**src/rtl/wave_display_mc.sv**
```systemverilog
// wave_display_mc
//   Multi-channel waveform renderer. Sits between the display timing
//   generator and the per-channel sample RAMs and produces one pixel per
//   clock with a fixed latency of three clocks from x/y/valid to colour.
//
// Ports
//   clk, reset_n        pixel clock, asynchronous active-low reset
//   x, y, valid         scan position and active-area flag from the timing generator
//   read_index          buffer half select, becomes the MSB of read_address
//   read_address        shared sample address to all channel RAMs (combinational)
//   read_value          per-channel samples, channel c at [c*SAMPLE_W +: SAMPLE_W],
//                       one clock after read_address
//   mode                0 = line (vertical fill between samples), 1 = dot
//   ch_enable           per-channel draw enable
//   ch_color            per-channel {r,g,b}, channel c at [c*24 +: 24]
//   valid_pixel         some trace lit this pixel
//   r, g, b             pixel colour of the lowest-index lit channel
//   ch_hit              per-channel lit flags before priority resolution
module wave_display_mc #(
  parameter int CHANNELS    = 2,
  parameter int SAMPLE_W    = 8,
  parameter int ADDR_W      = 8,
  parameter int X_START     = 256,
  parameter int X_PIX_SHIFT = 1,
  parameter int Y_TOP       = 0,
  parameter int Y_PIX_SHIFT = 1,
  parameter int V_SHIFT     = 1,
  parameter int Y_OFFSET    = 32
) (
  input  logic                         clk,
  input  logic                         reset_n,
  input  logic [10:0]                  x,
  input  logic [9:0]                   y,
  input  logic                         valid,
  input  logic                         read_index,
  output logic [ADDR_W:0]              read_address,
  input  logic [CHANNELS*SAMPLE_W-1:0] read_value,
  input  logic                         mode,
  input  logic [CHANNELS-1:0]          ch_enable,
  input  logic [CHANNELS*24-1:0]       ch_color,
  output logic                         valid_pixel,
  output logic [7:0]                   r,
  output logic [7:0]                   g,
  output logic [7:0]                   b,
  output logic [CHANNELS-1:0]          ch_hit
);

  localparam logic signed [15:0] X_START_S = 16'(X_START);
  localparam logic signed [15:0] Y_TOP_S   = 16'(Y_TOP);
  localparam logic signed [15:0] X_SPAN_S  = 16'(1 << (ADDR_W + X_PIX_SHIFT));
  localparam logic signed [15:0] Y_SPAN_S  = 16'(1 << (SAMPLE_W + Y_PIX_SHIFT));
  localparam logic [31:0]        SAT_MAX   = 32'((1 << SAMPLE_W) - 1);

  // Scaled, offset sample clamped to the top display row instead of wrapping.
  function automatic logic [SAMPLE_W-1:0] sat_adj(input logic [SAMPLE_W-1:0] s);
    logic [31:0] sum;
    sum = 32'(s >> V_SHIFT) + 32'(Y_OFFSET);
    if (sum > SAT_MAX) return '1;
    return SAMPLE_W'(sum);
  endfunction

  // Inclusive vertical span between two consecutive samples.
  function automatic logic in_span(input logic [SAMPLE_W-1:0] p,
                                   input logic [SAMPLE_W-1:0] c,
                                   input logic [SAMPLE_W-1:0] yd);
    logic [SAMPLE_W-1:0] lo;
    logic [SAMPLE_W-1:0] hi;
    lo = (p < c) ? p : c;
    hi = (p < c) ? c : p;
    return (yd >= lo) && (yd <= hi);
  endfunction

  // ---------------- stage 0: window decode and address ----------------
  logic signed [15:0]  xo_s;
  logic signed [15:0]  yo_s;
  logic [15:0]         xo_u;
  logic [15:0]         yo_u;
  logic                in_x;
  logic                in_y;
  logic                win_p0;
  logic [ADDR_W-1:0]   col_p0;
  logic [SAMPLE_W-1:0] ydisp_p0;

  always_comb begin
    xo_s     = $signed({5'b0, x}) - X_START_S;
    yo_s     = $signed({6'b0, y}) - Y_TOP_S;
    xo_u     = xo_s;
    yo_u     = yo_s;
    in_x     = (xo_s >= 16'sd0) && (xo_s < X_SPAN_S);
    in_y     = (yo_s >= 16'sd0) && (yo_s < Y_SPAN_S);
    win_p0   = in_x && in_y && valid;
    col_p0   = ADDR_W'(xo_u >> X_PIX_SHIFT);
    ydisp_p0 = SAMPLE_W'(yo_u >> Y_PIX_SHIFT);
  end

  assign read_address = in_x ? {read_index, col_p0} : '0;

  // ---------------- stage 1: position registered, RAM data arrives ----------------
  logic                vld_p1_q,   vld_p1_d;
  logic [ADDR_W:0]     addr_p1_q,  addr_p1_d;
  logic [SAMPLE_W-1:0] ydisp_p1_q, ydisp_p1_d;
  logic [SAMPLE_W-1:0] adj_p1 [CHANNELS];

  always_comb begin
    vld_p1_d   = win_p0;
    addr_p1_d  = read_address;
    ydisp_p1_d = ydisp_p0;
  end

  // read_value lines up with the stage-1 registers, so adj belongs to stage 1.
  always_comb begin
    for (int c = 0; c < CHANNELS; c++) begin
      adj_p1[c] = sat_adj(read_value[c*SAMPLE_W +: SAMPLE_W]);
    end
  end

  always_ff @(posedge clk or negedge reset_n) begin
    if (!reset_n) begin
      vld_p1_q   <= 1'b0;
      addr_p1_q  <= '0;
      ydisp_p1_q <= '0;
    end else begin
      vld_p1_q   <= vld_p1_d;
      addr_p1_q  <= addr_p1_d;
      ydisp_p1_q <= ydisp_p1_d;
    end
  end

  // ---------------- stage 2: per-channel sample trackers ----------------
  logic                vld_p2_q,   vld_p2_d;
  logic [ADDR_W:0]     addr_p2_q,  addr_p2_d;
  logic [SAMPLE_W-1:0] ydisp_p2_q, ydisp_p2_d;
  logic                mode_p2_q,  mode_p2_d;
  logic [CHANNELS-1:0] en_p2_q,    en_p2_d;
  logic [SAMPLE_W-1:0] prev_p2_q [CHANNELS];
  logic [SAMPLE_W-1:0] prev_p2_d [CHANNELS];
  logic [SAMPLE_W-1:0] curr_p2_q [CHANNELS];
  logic [SAMPLE_W-1:0] curr_p2_d [CHANNELS];

  always_comb begin
    vld_p2_d   = vld_p1_q;
    addr_p2_d  = addr_p1_q;
    ydisp_p2_d = ydisp_p1_q;
    mode_p2_d  = mode;
    en_p2_d    = ch_enable;
    for (int c = 0; c < CHANNELS; c++) begin
      prev_p2_d[c] = prev_p2_q[c];
      curr_p2_d[c] = curr_p2_q[c];
      if (!vld_p1_q) begin
        prev_p2_d[c] = '0;
        curr_p2_d[c] = '0;
      end else if (!vld_p2_q) begin
        // Leftmost column of a row: no predecessor, so no vertical segment.
        prev_p2_d[c] = adj_p1[c];
        curr_p2_d[c] = adj_p1[c];
      end else if (addr_p1_q != addr_p2_q) begin
        prev_p2_d[c] = curr_p2_q[c];
        curr_p2_d[c] = adj_p1[c];
      end
    end
  end

  always_ff @(posedge clk or negedge reset_n) begin
    if (!reset_n) begin
      vld_p2_q   <= 1'b0;
      addr_p2_q  <= '0;
      ydisp_p2_q <= '0;
      mode_p2_q  <= 1'b0;
      en_p2_q    <= '0;
      for (int c = 0; c < CHANNELS; c++) begin
        prev_p2_q[c] <= '0;
        curr_p2_q[c] <= '0;
      end
    end else begin
      vld_p2_q   <= vld_p2_d;
      addr_p2_q  <= addr_p2_d;
      ydisp_p2_q <= ydisp_p2_d;
      mode_p2_q  <= mode_p2_d;
      en_p2_q    <= en_p2_d;
      for (int c = 0; c < CHANNELS; c++) begin
        prev_p2_q[c] <= prev_p2_d[c];
        curr_p2_q[c] <= curr_p2_d[c];
      end
    end
  end

  // ---------------- stage 3: hit test and priority colour ----------------
  logic [CHANNELS-1:0] hit_p3_q, hit_p3_d;
  logic [23:0]         rgb_p3_q, rgb_p3_d;
  logic                vld_p3_q, vld_p3_d;

  always_comb begin
    hit_p3_d = '0;
    rgb_p3_d = '0;
    for (int c = 0; c < CHANNELS; c++) begin
      if (vld_p2_q && en_p2_q[c]) begin
        if (mode_p2_q) hit_p3_d[c] = (ydisp_p2_q == curr_p2_q[c]);
        else           hit_p3_d[c] = in_span(prev_p2_q[c], curr_p2_q[c], ydisp_p2_q);
      end
    end
    // Walk from the highest index down so the lowest lit channel wins.
    for (int c = CHANNELS - 1; c >= 0; c--) begin
      if (hit_p3_d[c]) rgb_p3_d = ch_color[c*24 +: 24];
    end
    vld_p3_d = |hit_p3_d;
  end

  always_ff @(posedge clk or negedge reset_n) begin
    if (!reset_n) begin
      hit_p3_q <= '0;
      rgb_p3_q <= '0;
      vld_p3_q <= 1'b0;
    end else begin
      hit_p3_q <= hit_p3_d;
      rgb_p3_q <= rgb_p3_d;
      vld_p3_q <= vld_p3_d;
    end
  end

  assign ch_hit      = hit_p3_q;
  assign valid_pixel = vld_p3_q;
  assign r           = rgb_p3_q[23:16];
  assign g           = rgb_p3_q[15:8];
  assign b           = rgb_p3_q[7:0];

endmodule

```
**config.mk**
```make
export PLATFORM = sky130hd
export DESIGN_NAME = wave_display_mc
export DESIGN_NICKNAME = d
export VERILOG_FILES = /design/src/rtl/wave_display_mc.sv
export SDC_FILE = /design/constraint.sdc
export NUM_CORES = 1
export LEC_CHECK = 0
export ABC_AREA = 1
export CORE_MARGIN = 5
export CORE_UTILIZATION = 49
export DETAILED_ROUTE_END_ITERATION = 8
export PLACE_DENSITY = 0.89
export SETUP_SLACK_MARGIN = 0.1
export SLEW_MARGIN = 20
export SYNTH_ARGS = -nofsm -noshare
export SYNTH_HDL_FRONTEND = slang
export SYNTH_SLANG_ARGS = --single-unit
```
**constraint.sdc**
```tcl
create_clock -name clk -period 3.2 [get_ports clk]
set_input_delay 0.64 -clock clk [delete_from_list [all_inputs] [get_ports clk]]
set_output_delay 0.64 -clock clk [all_outputs]
set_load 0.01 [all_outputs]
```
# Word-level counts from Yosys, hierarchy flattened

Cells that the tools add are included.

$mul: 0
Shift operators: 0
Magnitude comparators: 12
Divide/modulo/power cells: 0
Bitwise logic cells: 0
Muxes and demuxes: 29
Equal/unequal tests: 4
Add/sub/neg operators: 3
Reductions and logical operators: 9

Operators by type and width:

| operator                                                                        | count |
|---|---|
| 8-bit 2-to-1 mux                                                                | 20 |
| 24-bit 2-to-1 mux                                                               | 2 |
| 7-bit by 6-bit adder with 8-bit output (second input constant)                  | 2 |
| 8-bit equality test                                                             | 2 |
| 8-bit >= comparator                                                             | 2 |
| 8-bit > comparator (second input constant)                                      | 2 |
| 8-bit less-or-equal comparator                                                  | 2 |
| 8-bit less-than comparator                                                      | 2 |
| 12-bit by 1-bit >= comparator with 1-bit output (second input constant)         | 1 |
| 12-bit by 11-bit less-than comparator with 1-bit output (second input constant) | 1 |
| 11-bit by 9-bit subtractor with 12-bit output (second input constant)           | 1 |
| 10-bit by 1-bit >= comparator with 1-bit output (second input constant)         | 1 |
| 10-bit less-than comparator (second input constant)                             | 1 |
| 9-bit 2-to-1 mux                                                                | 1 |
| 9-bit inequality test                                                           | 1 |
| 1-bit logical AND                                                               | 8 |
| 1-bit 2-to-1 mux                                                                | 6 |
| 3-bit by 2-bit inequality test with 1-bit output (second input constant)        | 1 |
| 2-bit OR reduction                                                              | 1 |

Bits in read-only memories: 0
Bits in writable memories: 0
Register bits after elaboration: 98
Memories kept: 0
Bits in latches: 0
Logic and storage cells: 72

# Logic depth before layout (Yosys ltp)

Depth after elaboration: 8
Mapped depth: 27

# Worst setup path after synthesis

OpenSTA, ideal clock, no wires.

Path type: flip-flop to flip-flop
Start: reg curr_p2_q[9] (netlist bit)
End: reg vld_p3_q (netlist: valid_pixel)
Data required time: 3073 ps
Path slack: 515 ps
Stages on the path, launching flop included: 22
Arrival time: 2557 ps
Cell sequence: dfrtp_1 -> inv_1 -> ha_1 -> o21ai_0 -> nand2_1 -> nand3_1 -> nand2_1 -> nand4_1 -> nand2_1 -> buf_2 -> nand2_1 -> o21ai_0 -> ha_1 -> a21oi_1 -> nor2_1 -> nor3_1 -> nand2_1 -> nand2_1 -> nand2_1 -> nand2_4 -> inv_6 -> or2_2

Cells in the longest elaborated chain, start to end: 7

Ends and longest elaborated chain:

| element                                                               | line   | source |
|---|---|---|
| start: declaration                                                    | 137    | `logic [SAMPLE_W-1:0] curr_p2_q [CHANNELS];` |
| start signal: indexed assignment                                      | 182    | `curr_p2_q[c] <= curr_p2_d[c];` |
| 8-bit less-than comparator                                            | 68, 69 |  |
| 8-bit 2-to-1 mux (on tied branches)                                   | 68, 69 |  |
| 8-bit >= comparator or 8-bit less-or-equal comparator (tied branches) | 70     | `return (yd >= lo) && (yd <= hi);` |
| 1-bit logical AND                                                     | 70     |  |
| 1-bit 2-to-1 mux *                                                    | 197    | `if (mode_p2_q) hit_p3_d[c] = (ydisp_p2_q == curr_p2_q[c]);` |
| 1-bit 2-to-1 mux *                                                    | 196    | `if (vld_p2_q && en_p2_q[c]) begin` |
| 2-bit OR reduction *                                                  | 205    | `vld_p3_d = \|hit_p3_d;` |
| via vld_p3_d                                                          | 190    | `logic vld_p3_q, vld_p3_d;` |
| end signal: assignment                                                | 216    | `vld_p3_q <= vld_p3_d;` |
| end: declaration                                                      | 190    |  |

The timed path passes the listed nets; every way through them passes the cells marked *.
A chain may end at the register's enable or synchronous reset.

# Final worst setup path

Start: reg curr_p2_q[9] (netlist bit)
End: reg rgb_p3_q[23]

Cells in the longest elaborated chain, start to end: 7

Ends and longest elaborated chain:

| element                                                               | line   | source |
|---|---|---|
| 8-bit less-than comparator                                            | 68, 69 |  |
| 8-bit 2-to-1 mux (on tied branches)                                   | 68, 69 |  |
| 8-bit >= comparator or 8-bit less-or-equal comparator (tied branches) | 70     |  |
| 1-bit logical AND                                                     | 70     |  |
| 1-bit 2-to-1 mux *                                                    | 197    |  |
| 1-bit 2-to-1 mux *                                                    | 196    |  |
| 24-bit 2-to-1 mux *                                                   | 203    | `if (hit_p3_d[c]) rgb_p3_d = ch_color[c*24 +: 24];` |
| via rgb_p3_d[23]                                                      | 189    | `logic [23:0] rgb_p3_q, rgb_p3_d;` |
| end signal: assignment                                                | 215    | `rgb_p3_q <= rgb_p3_d;` |
| end: declaration                                                      | 189    |  |

Marks and branches as above.

==> results by stage <==
Job:
- Max-cap violations in this run came to 0.

CTS:
- Clock-pin slew was measured on the worst setup and hold paths at around 0.07 ns.
- The count of hold-fix buffers inserted at cts is 0.
- The latest clock arrival within the worst-skew pair is ~0.35 ns.
- The tree is rooted in a clkbuf_16.
- The TritonCTS clock tree is done.
- The clock net sink count is 98.
- The clock passes through at most 2 buffers.
- The H-tree was split into 3 levels.
- The total CTS buffers is 9.

Floorplan:
- After floorplanning, the core was sized to cover about 11000 sq um.
- Row generation in the floorplan step produced 38 rows.
- The die is around 120 um tall.
- The width of the die is 116 um.
- For this configuration, the core starts out at a cell density of 0.504.
- 128 I/O pins were placed.
- The die covers ~13000 sq um.

Synth:
- For this run, asynchronously set or reset flops after synthesis account for 1.00.
- The Yosys step of the flow raised 0 warnings.
- The top cell type's share of synthesized area is 0.445.
- In this run the cell area of the synthesized design comes to ~5500 sq um.
- Among all cell types in the netlist, the one instantiated most often is nand2_1.
- Synthesis produced a netlist with a net count of between 800 and 900.
- The synthesized area per cell is around 8.3 sq um.
- By count the netlist is led by nand2_1 (196), dfrtp_1 (98), inv_1 (94).
- The largest area contributor in the netlist is dfrtp_1.
- The count of distinct cell types in the synthesized netlist is 33.
- The sequential area share after synthesis is 0.445.
- The synthesized design contains 0 enable-type register cells.
- After synthesis, the cell types taking the most area are dfrtp_1 (45%), nand2_1 (13%), ha_1 (11%).
- For this run, the leading register cell type out of synthesis is dfrtp_1.
- The gate count after technology mapping is 660.
- Synthesis inferred 98 register bits.

Power and ir drop:
- Summing internal, switching and leakage power gives around 3.4 mW.
- The total power per unit cell area is 428 nW/um^2.
- The leakage power summed over all cells is 4.01 nW.
- The maximum vdd drop is around 0.41 mV.

Drt:
- Dividing the detail-routed via count by the number of cells gives about 5.2.
- The routed length per placed instance is around 17 um.
- The highest layer used for signal routing is met4.
- The vias after detailed routing is approximately 5100.
- The antenna violation net count after detailed routing is 0.
- Summed over all nets, wire length on met2 after detailed routing comes to around 8300 um.
- After detailed routing, the number of remaining DRC violations is 0.
- The routed length on met3 is about 1500 um.
- The met1 wire length is about 6000 um.
- The total wire length is about 16000 um.
- The violation count after the first detailed-routing iteration is ~340.
- The first detailed-routing pass took 5 iterations.

Place:
- The wire-length estimate of the detail-placed layout is around 9600 um.
- The final RePlAce weighted congestion is 0.827.
- The number of buffer cells added on primary ports is roughly 120.
- In this run the cell area measured after placement is about 7000 sq um.
- Prior to clock tree synthesis, the placed netlist has a worst setup slack of -0.110 ns.

Cells and area:
- The count of filler cells inserted in the layout is around 730.
- The multi-input combinational cells in the finished layout cover a total of between 2000 and 3000 sq um.
- The area overhead of the layout relative to synthesis is 44.1%.
- The summed area of non-filler cells in the final layout is between 7000 and 8000 sq um.
- The final-stage net count is 962.
- The proportion of layout cells with a drive suffix above 1 is 0.201.
- Summing all flip-flop and latch instances after layout gives 2450 sq um.
- The repair_antennas step left the layout with diodes totalling 0.
- Once layout is complete, the utilization of the core stands at 0.726.

Global routing:
- The via count of the first global-routing pass is approximately 4700.
- The maximum number of pins on one net before global-route repair is 65.
- The total routing resource utilization after global routing is 0.204.
- The wire length of the first global-routing pass is between 20000 and 25000 um.
- The total overflow reported by the global router is 0.
- The initial antenna violation count is 0.

Worst setup path:
- The kind of end point of the critical path is a flip-flop.
- Counting stages on the worst path, the most repeated cell is nand2_1.
- Counting both buffers and inverters, the worst setup path holds a total of 4.
- The category of the most critical setup path is flip-flop to flip-flop.
- The required time reported for the critical path endpoint is between 3 and 4 ns.
- STA classifies the critical path startpoint as a flip-flop.
- In this run the worst path has a maximum fanout of 6.
- In this design, the largest share of critical-path delay is due to simple AND/OR/NAND/NOR gates.
- The critical path arrival is 3.45 ns.
- The signal on the critical path passes through inv_2 -> ha_4 -> o21ai_2 -> nand2_1 -> nand3_1 -> nand2_1 -> nand4_1 -> nand2_4 -> buf_8 -> nand2_4 -> o21ai_4 -> ha_4 -> a21oi_2 -> nor2_1 -> nor3_1 -> nand2_1 -> nand2_2 -> nand2_2 -> nand2_4 -> buf_12 -> clkbuf_16 -> nand3_2 -> nand2_1.
- The largest stage delay on the critical path is approximately 0.4 ns.
- The standard cell with the maximum stage delay on the critical path is dfrtp_2.

Timing:
- After layout, the worst setup slack is between 0.02 and 0.025 ns.
- The number of pins exceeding their max-slew limit in the final report is 0.
- Of the available clock period, the critical path in the final layout requires 0.992.
- The final setup violation count is 0.
- The worst pin sits at a relative slew slack of 0.554.
- The shortest period the worst path allows is between 3 and 4 ns.
- Between clock sinks in the finished design, the worst skew comes to about 0.011 ns.
- For this run, the top clock speed supported by timing is 315 MHz.
- The tightest hold path in the finished design has a slack of between 0.2 and 0.3 ns.
- The slew at the pin closest to its max-slew limit is between 0.6 and 0.7 ns.
- Setup repair after global routing could not meet its margin everywhere.
- The final count of hold timing violations was 0.

Run status:
- The run finished with clean final reports.

Min path:
- In this run the worst hold path is classified as input port to async pin.
==> sequential cells by signal (all words and copies together) (netlist names) <==
register / count
en_p2_q: 2
vld_p2_q: 1
ydisp_p2_q: 8
ydisp_p1_q: 8
rgb_p3_q: 24
prev_p2_q: 16
curr_p2_q: 16
valid_pixel: 1
addr_p1_q: 9
mode_p2_q: 1
addr_p2_q: 9
vld_p1_q: 1
ch_hit: 2
==> area by class of cell <==
class,count,share of cell area
multi-input cells,441,0.361
flip-flops and latches,98,0.309
repair buffers,172,0.221
inverters,99,0.0477
clock buffers,9,0.0284
well taps,140,0.0221
clock inverters,7,0.00977
==> where the power goes <==
group,internal [mW],switching (mW),leakage (nW)
combinational,0.471,0.503,2.55
clock,0.615,0.497,0.152
sequential,1.28,0.0375,1.31
total,2.36,1.04,4.01
==> path summary, 6_finish.rpt <==
path | slack [ns] | startpoint | cells past startpoint | endpoint
max in group asynchronous | 2.22 | reset_n | 2 | rgb_p3_q[3]$_DFF_PN0_
hold / removal | 0.27 | reset_n | 1 | ydisp_p2_q[1]$_DFF_PN0_
setup / recovery | 0.02 | curr_p2_q[9]$_DFFE_PN0P_ | 23 | rgb_p3_q[23]$_DFF_PN0_
setup reg to reg | 0.02 | curr_p2_q[9]$_DFFE_PN0P_ | 23 | rgb_p3_q[23]$_DFF_PN0_
min in group clk | 0.35 | ydisp_p1_q[5]$_DFF_PN0_ | 0 | ydisp_p2_q[5]$_DFF_PN0_
hold reg to reg | 0.35 | ydisp_p1_q[5]$_DFF_PN0_ | 0 | ydisp_p2_q[5]$_DFF_PN0_
==> cell families (layout without fill, tap and decap cells) <==
| kind of cell | after synthesis | count (layout) | synth area share |
|---|---|---|---|
| compound gates | 107 | 107 | 0.109 |
| xor+xnor | 22 | 22 | 0.0350 |
| fa+ha+maj | 49 | 49 | 0.111 |
| buf+inv | 121 | 287 | 0.0992 |
| flops | 98 | 98 | 0.445 |
| simple gates | 263 | 263 | 0.201 |
==> routing by layer <==
layer / vias up / GRT usage
met2: 230 / 0.353
li1: 2424 / -
met5: - / 0
met3: 21 / 0.0919
met4: 0 / 0.0596
met1: 2383 / 0.228
==> worst register-to-register path: cells and delay by family (launching register included) <==
kind / cells / cell delay, ns
adder cells (fa/ha/maj): 2 / 0.49
buffers and inverters: 4 / 0.51
flip-flops: 1 / 0.41
AO/OA/AOI/OAI: 3 / 0.23
AND/OR/NAND/NOR: 14 / 1.50
==> layout by cell type, fill, tap and decap left out, types with 17 or more instances in the layout <==
| cell type | count |
|---|---|
| nand2_1 | 176 |
| buf_4 | 29 |
| dfrtp_1 | 96 |
| nand2_2 | 18 |
| inv_1 | 90 |
| o21ai_1 | 44 |
| nor2_1 | 17 |
| clkdlybuf4s50_1 | 113 |
| nand3_2 | 17 |
| ha_1 | 42 |
==> through the flow <==
step / instances / setup TNS [ns]
floorplan: 660 / 0
global placement: 916 / -0.00204
detailed placement: 916 / -0.647
CTS: 933 / -0.00847
global route: 966 / -1.89
finish: 966 / 0
==> repair_timing <==
action | CTS | global route
pin swaps | 2 | 38
endpoints found under the setup margin | 28 | 28
buffers inserted | 1 | 20
cloned | 0 | 13
resized for setup | 14 | 132
(Power assumes the default switching activity.)
